File: src/rtl/sr_float_delay.sv
// Converts the reconstructed signal SR to an 11-bit float {sign, exp, mant} and keeps a
// two-sample delay line (SR1, SR2); two register stages, one sample per cycle, no stall.
module sr_float_delay (
  input  logic        clk,
  input  logic        reset,
  input  logic        sr_valid,
  input  logic [15:0] SR,
  input  logic        flush,
  output logic [10:0] SR1,
  output logic [10:0] SR2,
  output logic        out_valid,
  output logic        primed
);

  localparam logic [10:0] FLOAT_ZERO = 11'h020;

  logic        s1_vld;
  logic        s1_sign;
  logic [14:0] s1_mag;
  logic        s2_vld;
  logic [10:0] s2_flt;
  logic [1:0]  wr_cnt;

  logic [14:0] sr_neg;
  logic [14:0] mag_in;
  logic [3:0]  exp_c;
  logic [5:0]  mant_c;

  // Only the low 15 bits of the negation survive, so 16'h8000 folds to magnitude 0.
  assign sr_neg = ~SR[14:0] + 15'd1;
  assign mag_in = SR[15] ? sr_neg : SR[14:0];

  always_comb begin
    exp_c = 4'd0;
    for (int i = 0; i < 15; i++) begin
      if (s1_mag[i]) exp_c = 4'(i + 1);
    end
    if (exp_c == 4'd0) mant_c = 6'd32;
    else               mant_c = 6'({s1_mag, 6'b0} >> exp_c);
  end

  always_ff @(posedge clk) begin
    if (reset || flush) begin
      s1_vld    <= 1'b0;
      s1_sign   <= 1'b0;
      s1_mag    <= '0;
      s2_vld    <= 1'b0;
      s2_flt    <= FLOAT_ZERO;
      SR1       <= FLOAT_ZERO;
      SR2       <= FLOAT_ZERO;
      out_valid <= 1'b0;
      wr_cnt    <= 2'd0;
    end else begin
      s1_vld <= sr_valid;
      if (sr_valid) begin
        s1_sign <= SR[15];
        s1_mag  <= mag_in;
      end
      s2_vld <= s1_vld;
      if (s1_vld) s2_flt <= {s1_sign, exp_c, mant_c};
      out_valid <= s2_vld;
      if (s2_vld) begin
        SR2 <= SR1;
        SR1 <= s2_flt;
        if (wr_cnt != 2'd2) wr_cnt <= wr_cnt + 2'd1;
      end
    end
  end

  assign primed = (wr_cnt == 2'd2);

endmodule
File: config.mk
export PLATFORM = sky130hd
export DESIGN_NAME = sr_float_delay
export DESIGN_NICKNAME = d
export VERILOG_FILES = /design/src/rtl/sr_float_delay.sv
export SDC_FILE = /design/constraint.sdc
export NUM_CORES = 1
export LEC_CHECK = 0
export BUFFER_PORTS_ARGS = -buffer_cell sky130_fd_sc_hd__buf_4
export CAP_MARGIN = 20
export CORE_MARGIN = 5
export CORE_UTILIZATION = 61
export CTS_CLUSTER_SIZE = 16
export DETAILED_ROUTE_END_ITERATION = 10
export PLACE_DENSITY = 0.81
export SYNTH_ARGS = -nofsm -noshare
export SYNTH_HDL_FRONTEND = slang
export SYNTH_SLANG_ARGS = --single-unit
File: constraint.sdc
create_clock -name clk -period 4.83 [get_ports clk]
set_input_delay 0.2415 -clock clk [delete_from_list [all_inputs] [get_ports clk]]
set_output_delay 0.2415 -clock clk [all_outputs]
set_load 0.01 [all_outputs]
==> metrics.txt <==
status=finished, final reports clean; Yosys cell types=54; area of the mapped netlist=0.002924 sq mm; leak pwr=1.296 nW; setup skew after layout=0.004529 ns; Final TNS setup=0 ns; worst hold slack=0.2198 ns; # nets final=398; chip height=79.24 um; Port-buffer cells=43; delay of the slowest critical-path stage=0.63 ns; post-synthesis compound-gate area fraction=18.57%; DRT antenna net count=0; CP Max Fanout=8; Post-Synthesis Net Count=372; total number of vias=2581; CP Capture Type=flip-flop; largest area contributor in the netlist=dfxtp_1; Final Cell Area=0.003329 sq mm; Rows=25; Worst EP required=5.05 ns; RSZ-0062 raised after global routing=false; number of I/O pins=44; Post-synth EDFFs=0; dpl ws=2.113 ns; leading cell types in the layout, fill and taps excluded=61 x nor2_1, 54 x dfxtp_1, 45 x buf_4; gr ovfl total=0; CP max stage cell=a2111oi_1; H-Tree Depth=2; core area=0.004692 sq mm; die area=0.006278 sq mm; Critical R2R Launch=s1_mag[1]; number of global-route vias before repair=2460; Final setup viols=0; Post-route DRC=0; clk sink count=54; largest family of logic cells by synthesized area=simple AND/OR/NAND/NOR gates; Root Driver=clkbuf_8; largest net degree at the start of global routing=46; Post-CTS Resized=0; Post-Synth Simple-Gate Area=20.03%; worst slew pin tran=0.8434 ns; layout cell share with drive strength beyond 1=16.98%; P&R area growth vs syn=13.86%; synthesized flop and latch total=54; gr usage total=22.41%; mux share of post-synthesis cell area=14.85%; via/cell ratio=5.988; GP Congestion=0.9640; worst vdd ir=174.8 uV; first-pass iteration count of the detailed router=5; non-filler instance count after layout=431; Post-Route WL=6728 um; power density over the cells=275.3 mW/mm^2; CTS tree=done; Iter 0 DRT Violations=306; Worst slew margin=43.77%; Clock transition at path regs=0.10 ns; global-route wire length before repair=11380 um; CP Launch Point=s1_mag[1]; hold path startpoint=SR[0]; Buf+Inv Stages, Crit Path=0; hold buffer count at CTS=0; CP cell instances=nand2b_1, a2111oi_1, o21ai_0, nor2_1, mux2i_1, a22oi_1, a211oi_1; clock tree buffer depth=2; Fin. Hold Viols=0; worst path arrival time=2.82 ns; type of the worst setup path=reg -> reg; initial antenna violation count=0; max frequency=0.3843 GHz; register area share after synthesis=36.97%; yosys warns=0; max-slew violations=0; total power=0.9166 mW; max_cap viols=0; min Tclk post-route=2.602 ns; cell family with most CP delay=compound AO/OA/AOI/OAI gates; post-synth top area share=36.97%; Min-Delay Path Class=in -> reg; setup bufs post-CTS=0; cell count after placement=422; hpwl dp=4834 um; fin util=70.96%; Initial Utilization=62.32%; Synth Flop Type=dfxtp_1; Mapped Cells=350; most common cell after layout, fill and taps aside=nor2_1; top cells by area, synth=dfxtp_1 37%, mux2i_1 14%, nor2_1 7.8%; Syn Area/Cell=8.354 sq um; DR WL/cell=15.61 um; Num CTS Buffers=5; clock latency on the worst-skew pair=0.31 ns; setup slack after layout=2.228 ns; final worst-path cycle share=53.87%; startpoint types=flip-flop; ys async rst share=0%; XOR/XNOR Fraction of Synth Area=4.193%; Post-Place Cell Area=0.003223 sq mm; adder-cell share of the synthesized area=0.8558%; # diodes=0; Die Width=79.24 um
worst reg2reg max path, stage by stage (launching register included):
cell,delay (ns)
dfxtp_1,0.39
nand2b_1,0.17
a2111oi_1,0.63
o21ai_0,0.24
nor2_1,0.47
mux2i_1,0.25
a22oi_1,0.11
a211oi_1,0.25
power breakdown:
group / leakage (nW) / internal (mW) / switching [mW]
clock: 0.0478 / 0.118 / 0.153
sequential: 0.437 / 0.453 / 0.0164
combinational: 0.811 / 0.0718 / 0.105
total: 1.30 / 0.643 / 0.274
kinds of logic after synthesis:
kind of cell | after synthesis
compound gates | 79
buf+inv | 35
mux | 43
simple gates | 123
flops | 54
fa+ha+maj | 2
xor+xnor | 14
synth_stat cells, types with 5 or more instances:
library cell	n
xor2_1	11
nor2_1	61
dfxtp_1	54
a211oi_1	17
a21oi_1	13
nor2b_1	9
o31ai_1	5
mux2i_1	40
inv_1	9
nand2_1	19
clkbuf_1	24
o21ai_0	18
worst paths after layout:
| path | slack [ns] | endpoint | cells past startpoint |
|---|---|---|---|
| max | 2.23 | s2_flt[1] | 7 |
| min reg2reg | 0.46 | s2_flt[5] | 1 |
| max reg2reg | 2.23 | s2_flt[1] | 7 |
| min | 0.22 | s1_mag[0] | 3 |
metal layers:
metal	up-vias	track usage (%)	part of all wire, %
li1	1296	-	-
met1	1193	29.07	45
met2	79	37.63	48
met3	13	3.855	5.1
met4	0	7.388	1.8
met5	-	0	0
flip-flops by register name, indices dropped and copies added, names as in the netlist:
register   flops
s1_mag        15
s1_vld         1
SR2           11
s2_vld         1
wr_cnt         2
s2_flt        11
s1_sign        1
out_valid      1
SR1           11
area by class of cell:
type                            count  area (sq um)
Clock buffer                        6         82.58
Multi-Input combinational cell    261          1710
Clock inverter                      2         16.27
Inverter                            9         33.78
Timing Repair Buffer               45         337.8
Fill cell                         406          1363
Tap cell                           54         67.56
Sequential cell                    54          1081
Note: power is estimated with default switching activity, not from simulation.
